**src/rtl/jtag_vdr_pkg.sv**
```systemverilog
`default_nettype none
// ============================================================================
// Module  : jtag_vdr_pkg
// Purpose : Selection-code map and decode helpers for the multi-channel
//           virtual-JTAG data register.
//           Fixed codes: 0 IDENT, 1 FLAGS, 2 UART, 3 BYPASS.
//           Channel c occupies codes SEL_CH_BASE+4c .. SEL_CH_BASE+4c+3
//           in the order RADDR, WADDR, RDATA, WDATA.
// Revision: 1.0 - initial release
// ============================================================================
package jtag_vdr_pkg;

    localparam int unsigned SEL_IDENT   = 0;
    localparam int unsigned SEL_FLAGS   = 1;
    localparam int unsigned SEL_UART    = 2;
    localparam int unsigned SEL_BYPASS  = 3;
    localparam int unsigned SEL_CH_BASE = SEL_BYPASS + 1;
    localparam int unsigned SEL_CH_SPAN = 4;

    // Enum values double as the per-channel code offsets.
    typedef enum logic [1:0] {
        KIND_RADDR = 2'd0,
        KIND_WADDR = 2'd1,
        KIND_RDATA = 2'd2,
        KIND_WDATA = 2'd3
    } sel_kind_e;

    // Channel index of a channel code; meaningless for fixed codes.
    function automatic logic [31:0] sel_ch(input logic [31:0] code);
        return (code - SEL_CH_BASE) / SEL_CH_SPAN;
    endfunction

    // Register kind of a channel code; meaningless for fixed codes.
    function automatic sel_kind_e sel_kind(input logic [31:0] code);
        return sel_kind_e'(2'(code - SEL_CH_BASE));
    endfunction

endpackage
`default_nettype wire

```
**src/rtl/jtag_vdr_chan.sv**
```systemverilog
`default_nettype none
// ============================================================================
// Module  : jtag_vdr_chan
// Purpose : One RAM channel: read/write address pointers, their delayed
//           auto-increment pipelines and the one-tck write strobe.
// Ports   : clk, rst            - clock, synchronous active-high reset
//           i_vdr               - DR contents, source for pointer loads
//           i_raddr_load/i_waddr_load - pointer load (Update-DR)
//           i_rinc_sched        - schedule a read-pointer increment
//           i_word_done         - a full write word has been shifted in
//           o_raddr/o_waddr     - pointers
//           o_wram_enable       - write strobe
//           o_word_done         - registered word-done (latches wdata)
// Revision: 1.0 - initial release
// ============================================================================
module jtag_vdr_chan
    import jtag_vdr_pkg::*;
#(
    parameter int unsigned DR_LENGTH = 32,
    parameter int unsigned STRIDE    = 1
) (
    input  logic                 clk,
    input  logic                 rst,
    input  logic [DR_LENGTH-1:0] i_vdr,
    input  logic                 i_raddr_load,
    input  logic                 i_waddr_load,
    input  logic                 i_rinc_sched,
    input  logic                 i_word_done,
    output logic [DR_LENGTH-1:0] o_raddr,
    output logic [DR_LENGTH-1:0] o_waddr,
    output logic                 o_wram_enable,
    output logic                 o_word_done
);

    localparam logic [DR_LENGTH-1:0] STEP = DR_LENGTH'(STRIDE);

    logic [DR_LENGTH-1:0] raddr_q, raddr_d;
    logic [DR_LENGTH-1:0] waddr_q, waddr_d;
    logic                 rinc_q, rinc_d;
    logic                 word_done_q, word_done_d;
    logic                 strobe_q, strobe_d;
    logic                 winc_q, winc_d;

    always_comb begin
        // A pointer load in the scheduling cycle cancels the increment;
        // a load in the apply cycle simply takes priority below.
        rinc_d      = i_rinc_sched & ~i_raddr_load;
        word_done_d = i_word_done;
        strobe_d    = word_done_q;
        winc_d      = word_done_q & ~i_waddr_load;

        raddr_d = raddr_q;
        if (i_raddr_load) begin
            raddr_d = i_vdr;
        end else if (rinc_q) begin
            raddr_d = raddr_q + STEP;
        end

        // winc_q is coincident with the strobe, so the write uses the old
        // address and the pointer advances at the end of that cycle.
        waddr_d = waddr_q;
        if (i_waddr_load) begin
            waddr_d = i_vdr;
        end else if (winc_q) begin
            waddr_d = waddr_q + STEP;
        end
    end

    always_ff @(posedge clk) begin
        if (rst) begin
            raddr_q     <= '0;
            waddr_q     <= '0;
            rinc_q      <= 1'b0;
            word_done_q <= 1'b0;
            strobe_q    <= 1'b0;
            winc_q      <= 1'b0;
        end else begin
            raddr_q     <= raddr_d;
            waddr_q     <= waddr_d;
            rinc_q      <= rinc_d;
            word_done_q <= word_done_d;
            strobe_q    <= strobe_d;
            winc_q      <= winc_d;
        end
    end

    assign o_raddr       = raddr_q;
    assign o_waddr       = waddr_q;
    assign o_wram_enable = strobe_q;
    assign o_word_done   = word_done_q;

endmodule
`default_nettype wire

```
**src/rtl/jtag_vdr_mc.sv**
```systemverilog
`default_nettype none
// ============================================================================
// Module  : jtag_vdr_mc
// Purpose : Multi-channel virtual-JTAG data register with streaming RAM
//           reads and writes, IDENT/FLAGS/UART registers and BYPASS.
// Ports   : tck, reset (sync, active high); tdi/vdr_tdo serial path;
//           capture_dr/shift_dr/update_dr TAP strobes; ir_sel decoded IR;
//           rdata_in/raddr_out/waddr_out/wram_enable per-channel RAM side;
//           wdata_out shared write data; flags_out; uart_state, jtag_tx_out,
//           jtag_tx_valid UART side.
// Revision: 1.0 - initial release
// ============================================================================
module jtag_vdr_mc
    import jtag_vdr_pkg::*;
#(
    parameter int unsigned DR_LENGTH  = 32,
    parameter int unsigned NUM_CH     = 2,
    parameter int unsigned STRIDE     = 1,
    parameter logic [31:0] IDENT      = 32'h97d2f9d1,
    parameter logic [31:0] FLAGS_INIT = 32'h99,
    parameter int unsigned SEL_W      = 6
) (
    input  logic                        tck,
    input  logic                        reset,
    input  logic                        tdi,
    output logic                        vdr_tdo,
    input  logic                        capture_dr,
    input  logic                        shift_dr,
    input  logic                        update_dr,
    input  logic [SEL_W-1:0]            ir_sel,
    input  logic [NUM_CH*DR_LENGTH-1:0] rdata_in,
    input  logic [DR_LENGTH-1:0]        uart_state,
    output logic [NUM_CH*DR_LENGTH-1:0] raddr_out,
    output logic [NUM_CH*DR_LENGTH-1:0] waddr_out,
    output logic [DR_LENGTH-1:0]        wdata_out,
    output logic [NUM_CH-1:0]           wram_enable,
    output logic [DR_LENGTH-1:0]        flags_out,
    output logic [DR_LENGTH-1:0]        jtag_tx_out,
    output logic                        jtag_tx_valid
);

    localparam int unsigned          CNT_W     = $clog2(DR_LENGTH);
    localparam logic [CNT_W-1:0]     CNT_LAST  = CNT_W'(DR_LENGTH - 1);
    localparam logic [DR_LENGTH-1:0] IDENT_EXT = DR_LENGTH'(IDENT);
    localparam logic [DR_LENGTH-1:0] FLAGS_RST = DR_LENGTH'(FLAGS_INIT);

    logic [31:0]          sel_code;
    logic [31:0]          ch_idx;
    sel_kind_e            kind;
    logic                 in_ch;
    logic                 is_ident, is_flags, is_uart;
    logic [NUM_CH-1:0]    sel_raddr, sel_waddr, sel_rdata, sel_wdata;
    logic [NUM_CH-1:0]    word_done;
    logic                 any_rdata, any_stream, cnt_last;
    logic [DR_LENGTH-1:0] rdata_sel;

    logic [DR_LENGTH-1:0] vdr_q, vdr_d;
    logic [CNT_W-1:0]     cnt_q, cnt_d;
    logic [DR_LENGTH-1:0] flags_q, flags_d;
    logic [DR_LENGTH-1:0] wdata_q, wdata_d;
    logic [DR_LENGTH-1:0] tx_q, tx_d;
    logic                 tx_valid_q, tx_valid_d;

    assign sel_code = 32'(ir_sel);
    assign ch_idx   = sel_ch(sel_code);
    assign kind     = sel_kind(sel_code);
    // Codes past the last channel fall through every decode: BYPASS.
    assign in_ch    = (sel_code >= SEL_CH_BASE) &&
                      (sel_code <  SEL_CH_BASE + SEL_CH_SPAN * NUM_CH);
    assign is_ident = (sel_code == SEL_IDENT);
    assign is_flags = (sel_code == SEL_FLAGS);
    assign is_uart  = (sel_code == SEL_UART);
    assign cnt_last = (cnt_q == CNT_LAST);

    for (genvar c = 0; c < NUM_CH; c++) begin : g_ch
        logic hit;
        assign hit          = in_ch && (ch_idx == 32'(c));
        assign sel_raddr[c] = hit && (kind == KIND_RADDR);
        assign sel_waddr[c] = hit && (kind == KIND_WADDR);
        assign sel_rdata[c] = hit && (kind == KIND_RDATA);
        assign sel_wdata[c] = hit && (kind == KIND_WDATA);

        jtag_vdr_chan #(
            .DR_LENGTH (DR_LENGTH),
            .STRIDE    (STRIDE)
        ) u_chan (
            .clk           (tck),
            .rst           (reset),
            .i_vdr         (vdr_q),
            .i_raddr_load  (update_dr & sel_raddr[c]),
            .i_waddr_load  (update_dr & sel_waddr[c]),
            .i_rinc_sched  (sel_rdata[c] & (capture_dr | (shift_dr & cnt_last))),
            .i_word_done   (sel_wdata[c] & shift_dr & cnt_last),
            .o_raddr       (raddr_out[c*DR_LENGTH +: DR_LENGTH]),
            .o_waddr       (waddr_out[c*DR_LENGTH +: DR_LENGTH]),
            .o_wram_enable (wram_enable[c]),
            .o_word_done   (word_done[c])
        );
    end

    assign any_rdata  = |sel_rdata;
    assign any_stream = |(sel_rdata | sel_wdata);

    always_comb begin
        rdata_sel = '0;
        for (int unsigned i = 0; i < NUM_CH; i++) begin
            if (sel_rdata[i]) begin
                rdata_sel = rdata_in[i*DR_LENGTH +: DR_LENGTH];
            end
        end
    end

    always_comb begin
        vdr_d = vdr_q;
        if (capture_dr) begin
            if (is_ident) begin
                vdr_d = IDENT_EXT;
            end else if (is_uart) begin
                vdr_d = uart_state;
            end else if (any_rdata) begin
                vdr_d = rdata_sel;
            end
        end else if (shift_dr) begin
            // Last bit of a streaming read word reloads the next word;
            // the tdi bit of that shift is dropped.
            if (any_rdata && cnt_last) begin
                vdr_d = rdata_sel;
            end else begin
                vdr_d = {tdi, vdr_q[DR_LENGTH-1:1]};
            end
        end

        cnt_d = cnt_q;
        if (capture_dr || !any_stream) begin
            cnt_d = '0;
        end else if (shift_dr) begin
            cnt_d = cnt_last ? '0 : cnt_q + CNT_W'(1);
        end

        // Only one channel can be in WDATA at a time, but a word_done from
        // a previous selection still latches the data it was shifted with.
        wdata_d    = (|word_done) ? vdr_q : wdata_q;
        flags_d    = (update_dr && is_flags) ? vdr_q : flags_q;
        tx_d       = (update_dr && is_uart)  ? vdr_q : tx_q;
        tx_valid_d = update_dr && is_uart;
    end

    always_ff @(posedge tck) begin
        if (reset) begin
            vdr_q      <= '0;
            cnt_q      <= '0;
            flags_q    <= FLAGS_RST;
            wdata_q    <= '0;
            tx_q       <= '0;
            tx_valid_q <= 1'b0;
        end else begin
            vdr_q      <= vdr_d;
            cnt_q      <= cnt_d;
            flags_q    <= flags_d;
            wdata_q    <= wdata_d;
            tx_q       <= tx_d;
            tx_valid_q <= tx_valid_d;
        end
    end

    assign vdr_tdo       = vdr_q[0];
    assign wdata_out     = wdata_q;
    assign flags_out     = flags_q;
    assign jtag_tx_out   = tx_q;
    assign jtag_tx_valid = tx_valid_q;

endmodule
`default_nettype wire

```
**config.mk**
```make
export PLATFORM = sky130hd
export DESIGN_NAME = jtag_vdr_mc
export DESIGN_NICKNAME = d
export VERILOG_FILES = /design/src/rtl/jtag_vdr_pkg.sv /design/src/rtl/jtag_vdr_chan.sv /design/src/rtl/jtag_vdr_mc.sv
export SDC_FILE = /design/constraint.sdc
export NUM_CORES = 1
export LEC_CHECK = 0
export ABC_AREA = 1
export CAP_MARGIN = 15
export CORE_ASPECT_RATIO = 1.4
export CORE_MARGIN = 8
export CORE_UTILIZATION = 50
export CTS_CLUSTER_DIAMETER = 120
export CTS_CLUSTER_SIZE = 40
export DETAILED_ROUTE_END_ITERATION = 16
export PLACE_DENSITY = 0.8
export SLEW_MARGIN = 20
export SYNTH_ARGS = -nofsm -noshare
export SYNTH_HDL_FRONTEND = slang
export SYNTH_SLANG_ARGS = --single-unit
```
**constraint.sdc**
```tcl
create_clock -name tck -period 1.93 [get_ports tck]
set_input_delay 0.193 -clock tck [delete_from_list [all_inputs] [get_ports tck]]
set_output_delay 0.193 -clock tck [all_outputs]
set_load 0.01 [all_outputs]
```
# Yosys cells after proc, flatten, opt, wreduce, memory -nomap -nowiden
# Cells that the tools add are included.
# totals
inputBits,108
out_inout_bits,228
reg_bits,270
wordCells,101
# op_classes
reduce_logical,29
muxes,17
bitwise_logic,21
order_cmp,2
addsub,6
n_eq_ne,8
# op_table
cell,count
2-to-1 mux 32 bit,16
"adder 32 x 1 -> 32 bit, second input constant",4
zero test 32 bit,2
"== test 30 x 1 -> 1 bit, second input constant",1
AND 1 bit,15
logical AND 1 bit,14
nonzero test 2 bit,5
OR reduction 2 bit,4
"subtractor 6 x 3 -> 7 bit, second input constant",1
"== test 6 x 1 -> 1 bit, second input constant",1
"== test 6 x 2 -> 1 bit, second input constant",1
">= comparator 6 x 3 -> 1 bit, second input constant",1
"less-than comparator 6 x 4 -> 1 bit, second input constant",1
"adder 5 x 1 -> 5 bit, second input constant",1
"== test 5 bit, second input constant",1
2-to-1 mux 5 bit,1
"== test 2 bit, second input constant",2
"!= test 4 x 1 -> 1 bit, second input constant",1
inverter 1 bit,4
"== test 2 x 1 -> 1 bit, second input constant",1
zero test 2 bit,1
bitwise OR 2 bit,1
AND reduction 2 bit,1
zero test 1 bit,1
2 further kinds,2

# Longest topological paths before layout
# Gate-level depths: netlist of run 1.
# logic_depth
depth_word,10
mapped_depth,11
ltp_nobuf,11

# Hierarchy
# Synthesis of run 1 repeated with hierarchy kept, for this count alone.
# unflattened
cells_unflattened,2267
area_unflattened_um2,14879.3
# modules_own_cells
mod,instances,cells_each,area_each_um2,seq_area_each_um2
jtag_vdr_mc,1,896,6105.9,2682.6
jtag_vdr_chan at g_ch[0].u_chan,1,686,4386.7,1361.3
jtag_vdr_chan at g_ch[1].u_chan,1,685,4386.7,1361.3

# Worst setup path after synthesis of run 1
# OpenSTA, ideal clock, no wires.
# synth_timing
path_kind,reg2reg
startpoint,register g_ch[0].u_chan.raddr_q[1]
endpoint,register g_ch[0].u_chan.raddr_q[18]
path_slack_ns,0.333
path_stages_with_launch,11
required_ns,1.798
synth_period_minus_slack_ns,1.597
arrival_ns,1.465
setup_ns,0.132
path_buffers,0
cell_sequence,dfxtp_1 ha_1 nand2_1 nor2_2 nand2_1 nor2_2 nand2_1 nor2_1 nand2_1 nand3_1 a21oi_1
# synth_via
elab_chain_len,3
# synth_lines
element,line,source
start: declaration,jtag_vdr_chan.sv:37,"logic [DR_LENGTH-1:0] raddr_q, raddr_d;"
start signal: assignment,jtag_vdr_chan.sv:78,raddr_q <= raddr_d;
adder 32 x 1 -> 32 bit,jtag_vdr_chan.sv:56,raddr_d = raddr_q + STEP;
2-to-1 mux 32 bit,jtag_vdr_chan.sv:55,end else if (rinc_q) begin
2-to-1 mux 32 bit,jtag_vdr_chan.sv:53,if (i_raddr_load) begin
# No other way between the ends. The select of a mux whose other input is x is not followed.
# A chain may end at the register's enable or synchronous reset.

# Worst setup path in the final report of run 1
# layout_timing
startpoint,register cnt_q[0]
endpoint,register vdr_q[5]
# layout_via
elab_chain_len,5
# layout_lines
element,line,source
start: declaration,jtag_vdr_mc.sv:58,"logic [CNT_W-1:0] cnt_q, cnt_d;"
start signal: assignment,jtag_vdr_mc.sv:158,cnt_q <= cnt_d;
== test 5 bit,jtag_vdr_mc.sv:73,assign cnt_last = (cnt_q == CNT_LAST);
logical AND 1 bit,jtag_vdr_mc.sv:126,if (any_rdata && cnt_last) begin
2-to-1 mux 32 bit,jtag_vdr_mc.sv:126,
2-to-1 mux 32 bit,jtag_vdr_mc.sv:123,end else if (shift_dr) begin
2-to-1 mux 32 bit,jtag_vdr_mc.sv:115,if (capture_dr) begin
end signal: assignment,jtag_vdr_mc.sv:157,vdr_q <= vdr_d;
end: declaration,jtag_vdr_mc.sv:57,"logic [DR_LENGTH-1:0] vdr_q, vdr_d;"
# No other way between the ends. The select of a mux whose other input is x is not followed.

==> results of run 1 <==
cells in the final DEF (no fill, tap or decap), types with 3 or more instances in the layout:
| cell type | n |
|---|---|
| a21oi_1 | 217 |
| a31oi_1 | 20 |
| buf_12 | 19 |
| buf_4 | 122 |
| clkbuf_16 | 11 |
| clkdlybuf4s50_1 | 334 |
| clkinv_1 | 3 |
| dfxtp_1 | 268 |
| ha_1 | 5 |
| inv_1 | 267 |
| inv_2 | 15 |
| nand2_1 | 704 |
| nand2_2 | 9 |
| nand3_1 | 127 |
| nand3b_1 | 8 |
| nand4_1 | 11 |
| nor2_1 | 285 |
| nor2_2 | 10 |
| nor2_4 | 9 |
| nor3_1 | 23 |
| o211ai_1 | 15 |
| o21ai_0 | 129 |
| o21ai_1 | 15 |
| o221ai_1 | 4 |
| o22ai_1 | 68 |
| xnor2_1 | 7 |
| xor2_1 | 59 |
per-stage QoR:
stage,hold WS (ns),setup WS [ns],setup TNS (ns),cells,utilization
global placement,0.451,-0.0684,-1.97,3148,0.659
global route,0.276,-0.0385,-0.173,3160,0.669
floorplan,0.360,0.333,0,2392,-
detailed placement,0.455,-0.161,-11.24,3148,0.659
CTS,0.286,0.0456,0,3160,0.668
finish,0.248,0.0365,0,3161,0.670
worst reg2reg max path, delay by kind of cell (launching register included):
family | cells | cell delay, ns
buf+inv | 1 | 0.16
compound gates | 1 | 0.26
fa+ha+maj | 2 | 0.45
simple gates | 5 | 0.50
flops | 1 | 0.41
cell families after synthesis:
group	count (synthesis)	share of synthesized area
and+or+nand+nor	1190	0.322
AOI/OAI and AO/OA	470	0.169
buffers and inverters	390	0.105
DFF	270	0.361
xor gates and xnor gates	66	0.0387
adders and majority gates	6	0.00502
metal layers:
layer,vias to the layer above,GRT usage,wire (um)
li1,8396,-,-
met1,8075,0.383,23200
met2,955,0.570,29400
met3,271,0.0585,5210
met4,2,0.265,5530
met5,-,0,14
final cells by class:
| cell class | count | area share |
|---|---|---|
| clock buffer | 11 | 0.0138 |
| multi-input combinational | 1732 | 0.403 |
| sequential | 270 | 0.272 |
| inverter | 286 | 0.0540 |
| tap | 385 | 0.0242 |
| clock inverter | 1 | 0.000565 |
| antenna | 1 | 0.000126 |
| timing repair buffer | 475 | 0.233 |
worst paths after layout:
check	start	to	slack, ns	cells past startpoint
max	cnt_q[0]$_SDFFE_PP0P_	vdr_q[5]$_SDFFE_PP0P_	0.04	9
min	reset	g_ch[1].u_chan.o_raddr[12]$_SDFFE_PP0P_	0.25	3
max reg2reg	cnt_q[0]$_SDFFE_PP0P_	vdr_q[5]$_SDFFE_PP0P_	0.04	9
min reg2reg	g_ch[1].u_chan.o_word_done$_SDFF_PP0_	g_ch[1].u_chan.o_wram_enable$_SDFF_PP0_	0.47	2
flip-flops by register name (all words and copies together), names as in the netlist:
signal,cells
cnt_q,5
flags_out,32
g_ch.u_chan.o_raddr,64
g_ch.u_chan.o_waddr,64
g_ch.u_chan.o_word_done,2
g_ch.u_chan.o_wram_enable,2
g_ch.u_chan.rinc_q,2
g_ch.u_chan.winc_q,2
jtag_tx_out,32
jtag_tx_valid,1
vdr_q,32
wdata_out,32
power breakdown:
| group | internal (mW) | switching (mW) | leakage (nW) |
|---|---|---|---|
| sequential | 5.63 | 0.0510 | 2.18 |
| combinational | 0.430 | 0.648 | 5.25 |
| clock | 1.05 | 1.83 | 0.142 |
| total | 7.11 | 2.53 | 7.57 |
cell usage after synthesis:
cell,count,area [um2]
nor3_1,24,120
nand2_1,704,2640
nand2_4,1,11.3
dfxtp_1,270,5410
xnor2_1,7,61.3
nand2_2,9,56.3
nand4_1,11,68.8
buf_2,44,220
xor2_1,59,517
clkbuf_1,46,173
and3_1,1,6.26
o221ai_1,4,35.0
clkinv_1,3,11.3
o21ai_1,15,75.1
buf_6,2,22.5
a31oi_1,20,125
ha_1,6,75.1
o2111ai_1,1,8.76
buf_4,8,60.1
inv_2,15,56.3
nor3b_1,1,7.51
buf_1,4,15.0
nand3_1,127,636
nor2_2,9,56.3
nand3b_1,8,60.1
o21bai_1,1,7.51
o211ai_1,15,113
o21ai_0,129,646
nor2_4,5,56.3
o22ai_1,68,425
nor2_1,290,1090
inv_1,268,1010
a21oi_1,217,1090
==> metrics.md, run 1 <==
| Metric | Value |
|---|---|
| Placed Area | `a little under 20000 um2` |
| Total power | `just under 10 mW` |
| Multi-input logic area | `around 8000 um2` |
| RD Place Congestion | `slightly above 1` |
| #FFs+latches synth | `270` |
| TritonCTS clock tree | `built` |
| Max Root-Sink Buffers | `3` |
| Post-route DRC | `0` |
| Initial antenna violation count | `1` |
| CP bufs+invs | `1` |
| Routed len/inst | `approximately 20 um` |
| Die area | `approximately 36000 um2` |
| CP dominant cell by count | `nand2_1` |
| Overall Global Routing Usage | `0.341` |
| Vias per cell | `between 5 and 6` |
| GRT Residual Overflow | `0` |
| Slowest Stage Delay on Critical Path | `0.41 ns` |
| Nets | `~2900` |
| Tightest Hold Check Type | `in2reg` |
| Area taken by flip-flops and latches | `between 5000 and 6000 um2` |
| Crit path kind | `reg2reg` |
| Endpoints failing hold | `0` |
| Gate Count Post-Synth | `approximately 2400` |
| Worst-Margin Slew | `around 0.82 ns` |
| Total wire length | `around 63000 um` |
| Slew Limit Fails | `0` |
| Worst Path Required | `2.34 ns` |
| Clk_lat worst skew | `about 0.52 ns` |
| First-pass detailed-route iteration total | `5` |
| Synthesis-to-finish area growth | `33.2%` |
| Maximum VDD drop | `0.000552 V` |
| Fin area | `19900 um2` |
| Final min period | `between 1.5 and 2 ns` |
| CP arrival | `2.30 ns` |
| Delay-heaviest family, CP | `simple AND/OR/NAND/NOR gates` |
| Post-CTS Resized | `0` |
| Clock tree sinks | `270` |
| Synth warnings | `0` |
| Distinct cells, synth | `33` |
| Status | `completed` |
| Max Freq | `between 500 and 600 MHz` |
| Final setup vio count | `0` |
| DIE HEIGHT | `221 um` |
| Cell row count | `between 70 and 80` |
| Clock slew at reported path FFs | `0.16 ns` |
| Post-synth net total | `2506` |
| Iteration-0 DRC Markers | `1475` |
| Max_cap viols | `0` |
| I/O Buffers | `335` |
| Core ar. | `just under 30000 um2` |
| CP max stage cell | `dfxtp_1` |
| Die W | `between 150 and 200 um` |
| Share of post-route cells with drive strength above 1 | `0.0728` |
| Crit-path cells | `ha_1, nand2_1, nor2_1, ha_2, nand3_1, nand2_2, buf_4, nand2_1, a21oi_1` |
| Tcrit/Tclk final | `0.981` |
| Vias | `17700` |
| Rel. slew slack | `0.456` |
| Hold-fix buffers, CTS | `0` |
| Inserted Clock Buffers | `10` |
| Startpoint types | `flip-flop` |
| Fill count | `approximately 2800` |
| Pleak | `roughly 7.6 nW` |
| First-pass GRT wire length | `94900 um` |
| Max Fanout on Critical Path | `7` |
| Pwr Density | `484 nW/um2` |
| Top-Level Pins | `approximately 340` |
| Max H-tree Level | `1` |
| Skew final | `0.0206 ns` |
| Post-CTS Setup Bufs | `0` |
| Crit. End Element | `flip-flop` |
| Dpl hpwl | `49000 um` |
| Initial Util | `0.503` |
| Vias in the first global route | `between 15000 and 20000` |
| Largest net degree at the start of global routing | `about 120` |
| Synth Area per Inst | `about 6.3 um2` |
| Synth Cell Area | `15000 um2` |
| Post-route ant nets | `0` |
| CTS root buf | `clkbuf_16` |
| Register area share after synthesis | `0.361` |
No activity file was read; power rests on OpenSTA's default activity.
==> run 2, diff against run 1 <==
--- a/config.mk
+++ b/config.mk
@@ -6,6 +6,7 @@
 export NUM_CORES = 1
 export LEC_CHECK = 0
 export ABC_AREA = 1
+export ABC_CLOCK_PERIOD_IN_PS = 1930
 export CAP_MARGIN = 15
 export CORE_ASPECT_RATIO = 1.4
 export CORE_MARGIN = 8
==> results of run 2 <==
Final layout, timing and power as in run 1 (identical DEF).
==> RTL edit 1 (settings of run 1) <==
`wdata_q` and `tx_q` no longer have a reset.
--- a/src/rtl/jtag_vdr_mc.sv
+++ b/src/rtl/jtag_vdr_mc.sv
@@ -150,17 +150,18 @@
             vdr_q      <= '0;
             cnt_q      <= '0;
             flags_q    <= FLAGS_RST;
-            wdata_q    <= '0;
-            tx_q       <= '0;
             tx_valid_q <= 1'b0;
         end else begin
             vdr_q      <= vdr_d;
             cnt_q      <= cnt_d;
             flags_q    <= flags_d;
-            wdata_q    <= wdata_d;
-            tx_q       <= tx_d;
             tx_valid_q <= tx_valid_d;
         end
+    end
+
+    always_ff @(posedge tck) begin
+        wdata_q <= wdata_d;
+        tx_q    <= tx_d;
     end
 
     assign vdr_tdo       = vdr_q[0];
Check against the original RTL: differs if reset is asserted again (counterexample within 4 cycles, from zero or initial values and one cycle with reset high); with reset held inactive, the same outputs for 4 cycles.
==> RTL edit 1 against run 1 <==
Wire length down 3.2%; clock skew is 8.5 ps higher; final area fell by 0.51%; setup slack better by 30 ps; area after synthesis barely moved; core utilization fell by 0.34 points; sequential cell count unchanged; critical path type is now flip-flop to output port; power is 1.4% higher.
==> RTL edit 1: results (changes against run 1) <==
Timing
  – Setup TNS: 0 ps (unchanged)
  – Clock skew: 29.1 ps (+8.51 ps)
  – Hold_ws: 78.8 ps (-169 ps)
  – Worst slew pin tran: 705 ps (-110 ps)

Route
  – Iter 0 DRT Violations: 1563 (+6.0%)
  – Via count: 16.7k (-5.6%)
  – WL per Instance: 20.2 um (+1.1%)
  – DRT Pass-1 Iters: 5 (unchanged)
  – Post-Route WL: 61300 um (-3.2%)

Critical path
  – FF-to-FF Start: g_ch[0].u_chan.o_raddr[6]$_SDFFE_PP0P_
  – Worst reg-to-reg path cell count: 9 (unchanged)
  – Reg-to-reg endpoint: g_ch[0].u_chan.o_raddr[23]$_SDFFE_PP0P_
  – Slowest stage delay, CP: 540 ps (+130 ps)
  – FF-to-FF setup slack: 140 ps (+100 ps)
  – CP max FO: 3 (-4)
  – Crit path max-delay cell type: clkdlybuf4s50_1

Worst hold path
  – Worst Hold Path EP: vdr_q[26]$_SDFFE_PP0P_
  – Min-Delay Path Class: input port to flip-flop
  – Min-delay src: reset
  – Hold path depth: 2 (-1)

Placed design
  – DP HPWL: 47000 um (-4.0%)
  – Dpl cells: 3005 (-4.5%)
  – Buffers on Ports: 335 (unchanged)
  – Final Wtd Congestion: 0.973 (-4.7%)

Clock tree
  – Clock Latency Late Sink: 520 ps (about the same)
  – CTS Buffer Depth: 3 (unchanged)
  – H-Tree Depth: 1 (unchanged)
  – # resized after CTS: 0 (unchanged)
  – Num CTS Buffers: 10 (unchanged)
  – Post-CTS setup buffer count: 0 (unchanged)
  – Worst-path clk slew: 150 ps
  – Clk root buf: clkbuf_16

Power and ir drop
  – Static Leak: 7.46 nW (-1.5%)
  – Maximum VDD drop: 0.737 mV (+33%)

Finish
  – Final nets: 2746 (-4.9%)
  – Share of layout cells above drive strength 1: 7.13% (-0.15 points)
  – # fillers: 2646 (-4.5%)

GRT
  – Total GRT Usage: 33.3% (-0.82 points)
  – Vias in the first global route: 16.3k (-4.0%)
  – Initial antenna violation count: 8 (+7)
  – First-pass GRT wire length: 92100 um (-3.0%)
  – Pin count of the biggest net entering global routing: 100 (-15%)

Synthesis
  – Post-Syn Area per Cell: 6.65 um2 (+6.3%)
  – Yosys warning total: 0 (unchanged)
  – Synth top area cells: dfxtp_1 (28%), nand2_1 (18%), edfxtp_1 (13%)
  – Register area share after synthesis: 40.4% (+4.3 points)
  – Synth unique cells: 36 (+9.1%)
  – Post-synth top cells: nand2_1 (704), nor2_1 (319), inv_1 (258)
  – Syn Nets: 2365 (-5.6%)
  – Async SR Flop Fraction: 0% (unchanged)
  – Top_reg_cell synth: dfxtp_1
  – Number of synthesized flops with an enable pin: 64 (+64)

Status
  – Status: completed
-- RTL edit 1: logic make-up after synthesis --
logic type,count (synthesis),synth area share [%]
adder cells (fa/ha/maj),6,0.502
flip-flops,270,40.4
buffers and inverters,363,10.0
AO/OA/AOI/OAI,331,12.1
AND/OR/NAND/NOR,1210,32.8
XOR/XNOR,71,4.16
-- RTL edit 1: worst max path at each step --
stage                                                       start                                 endpoint  depth (start not counted)
after floorplan                                         ir_sel[4]                 jtag_tx_out[0]$_DFFE_PP_                          5
after global placement                                  ir_sel[4]                   vdr_q[14]$_SDFFE_PP0P_                         12
after detailed placement                                ir_sel[4]                flags_out[8]$_SDFFE_PP0P_                          9
after CTS                 g_ch[1].u_chan.o_waddr[10]$_SDFFE_PP0P_                            waddr_out[42]                          2
after global routing       g_ch[0].u_chan.o_raddr[6]$_SDFFE_PP0P_  g_ch[0].u_chan.o_raddr[23]$_SDFFE_PP0P_                          9
final                     g_ch[1].u_chan.o_waddr[10]$_SDFFE_PP0P_                            waddr_out[42]                          2
-- RTL edit 1: routing by layer --
layer / track usage (%) / wire (um) / share of wire [%]
met5: 0 / 13 / 0.021
met4: 23.8 / 4640 / 7.6
met3: 7.71 / 5580 / 9.1
met2: 57.2 / 29500 / 48
met1: 35.6 / 21600 / 35
-- RTL edit 1: where the power goes --
part	switching (W)	internal, W
Clock	0.00181	0.00108
Combinational	0.000587	0.000399
Sequential	0.0000707	0.00584
Total	0.00246	0.00731
-- RTL edit 1: metrics by stage --
step	power, W	area, um2	setup slack, ps	util, %
2_1_floorplan	0.00638	15000	42.3	-
3_3_place_gp	0.00698	19500	-100	65.5
3_5_place_dp	0.00699	19500	-169	65.5
4_1_cts	0.00978	19800	74.7	66.5
5_1_grt	0.0100	19800	-15.9	66.6
6_report	0.00978	19800	66.3	66.6
-- RTL edit 1: cell type report --
cell class	instances	area share [%]
Sequential cell	270	30.5
Clock inverter	1	0.0442
Multi-Input combinational cell	1618	37.6
Timing Repair Buffer	458	22.6
Tap cell	385	2.43
Antenna cell	8	0.101
Inverter	274	5.20
Clock buffer	15	1.46
-- RTL edit 1: worst max-delay path: cells and delay by family, from the launching register on --
| kind | cells | cell delay (ps) |
|---|---|---|
| flops | 1 | 450 |
| buf+inv | 2 | 710 |
==> RTL edit 2 (flow settings as in run 1) <==
Made on the original files. Change the parameter `NUM_CH` from 2 to 1.
--- a/src/rtl/jtag_vdr_mc.sv
+++ b/src/rtl/jtag_vdr_mc.sv
@@ -14,7 +14,7 @@
     import jtag_vdr_pkg::*;
 #(
     parameter int unsigned DR_LENGTH  = 32,
-    parameter int unsigned NUM_CH     = 2,
+    parameter int unsigned NUM_CH     = 1,
     parameter int unsigned STRIDE     = 1,
     parameter logic [31:0] IDENT      = 32'h97d2f9d1,
     parameter logic [31:0] FLAGS_INIT = 32'h99,
Ports: changed (resized raddr_out, rdata_in, waddr_out and wram_enable); port bits go from 336 to 239. No check against the original RTL was run, so the function may have changed too.
==> RTL edit 2 against run 1 <==
First-iteration DRC count fell by 31%; sequential cell count is 68 lower; final area decreased by 34%; die area decreased by 30%; area after synthesis is 33% lower; power shrank 24%; setup slack improved by 42 ps; wire length down 39%; critical endpoint is now vdr_q[26]$_SDFFE_PP0P_.
==> RTL edit 2: results (changes against run 1) <==
Clock tree
  – Num CTS Buffers: 9 (-1)
  – Worst-path clk slew: 160 ps (about the same)
  – Clock Latency Late Sink: 490 ps (-30 ps)

Finish
  – Final nets: 1804 (-38%)
  – Share of layout cells above drive strength 1: 6.38% (-0.90 points)
  – Antenna cell count: 0 (-1)

GRT
  – First-pass GRT wire length: 60100 um (-37%)
  – Total GRT Usage: 30.3% (-3.8 points)
  – Met2 Use GR: 51.0% (-5.9 points)
  – Met3 usage: 5.58% (-0.27 points)
  – Global Route met1 Usage: 35.4% (-2.8 points)
  – Pin count of the biggest net entering global routing: 72 (-39%)

Status
  – Status: completed

Critical path
  – Slowest stage delay, CP: 380 ps (-30 ps)
  – CP max FO: 6 (-1)
  – CP Data Arrival Time: 2160 ps (-140 ps)

Route
  – DRT Pass-1 Iters: 6 (+1)
  – Post-Route WL: 38800 um (-39%)
  – M1 wire length: 14500 um (-37%)
  – Iter 0 DRT Violations: 1025 (-31%)
  – WL per Instance: 19.6 um (-1.9%)
  – Met2 WL: 18600 um (-37%)
  – Via count: 11.4k (-36%)
  – Met3 WL: 3360 um (-35%)

Timing
  – Worst slew pin tran: 747 ps (-68.2 ps)
  – Clock skew: 71.3 ps (+50.7 ps)

Synthesis
  – Post-synth top cells: nand2_1 (360), dfxtp_1 (202), a21oi_1 (196)
  – Yosys warning total: 0 (unchanged)
  – Syn Nets: 1582 (-37%)
  – Register area share after synthesis: 40.2% (+4.1 points)
  – Synth unique cells: 37 (+12%)
  – Synth Instances: 1502 (-37%)

Placed design
  – Final Wtd Congestion: 0.977 (-4.4%)
  – DP HPWL: 28900 um (-41%)
  – Dpl cells: 1962 (-38%)
  – Dpl ws: 9.97 ps (+171 ps)
  – Buffers on Ports: 238 (-29%)

Power and ir drop
  – Maximum VDD drop: 0.651 mV (+18%)
  – Comb group: 0.000771 W (-29%)
  – Static Leak: 4.93 nW (-35%)
  – P_clk: 0.00227 W (-21%)
  – P_int: 0.00542 W (-24%)
==> RTL edit 2: per-stage QoR <==
step | cell area [um2] | total power [W]
4_1_cts | 13100 | 0.00734
3_3_place_gp | 12900 | 0.00514
6_report | 13200 | 0.00735
5_1_grt | 13200 | 0.00755
3_5_place_dp | 12900 | 0.00515
2_1_floorplan | 10100 | 0.00470
==> RTL edit 2: final cells by class <==
cell class,instances,area [um2]
Clock buffer,9,225
Clock inverter,1,30.0
Fill cell,1791,6590
Inverter,118,448
Multi-Input combinational cell,1104,5190
Sequential cell,202,4050
Tap cell,252,315
Timing Repair Buffer,289,2920
==> RTL edit 2: worst min-delay path: stages <==
cell	delay [ps]
buf_2	110
buf_4	320
nor2_1	170
==> RTL edit 2: timing repair <==
| action | CTS | global route |
|---|---|---|
| setup buffers | 0 | 2 |
| hold buffers | 0 | 0 |
| setup endpoints to repair | 0 | 29 |
| resized for setup | 0 | 8 |
==> RTL edit 2: kinds of logic (layout without fill, tap and decap cells) <==
| family | after synthesis | in the layout | synth area share, % |
|---|---|---|---|
| compound gates | 413 | 413 | 21.4 |
| buf+inv | 197 | 417 | 8.50 |
| fa+ha+maj | 4 | 4 | 0.498 |
| xor+xnor | 22 | 22 | 1.92 |
| simple gates | 664 | 665 | 27.5 |
| flops | 202 | 202 | 40.2 |
==> RTL edit 2: path summary, 6_finish.rpt <==
kind,endpoint,slack (ps),cells after the start
setup / recovery,vdr_q[26]$_SDFFE_PP0P_,80,9
hold / removal,g_ch[0].u_chan.o_raddr[9]$_SDFFE_PP0P_,360,3
setup reg to reg,vdr_q[26]$_SDFFE_PP0P_,80,9
hold reg to reg,vdr_q[31]$_SDFFE_PP0P_,480,2
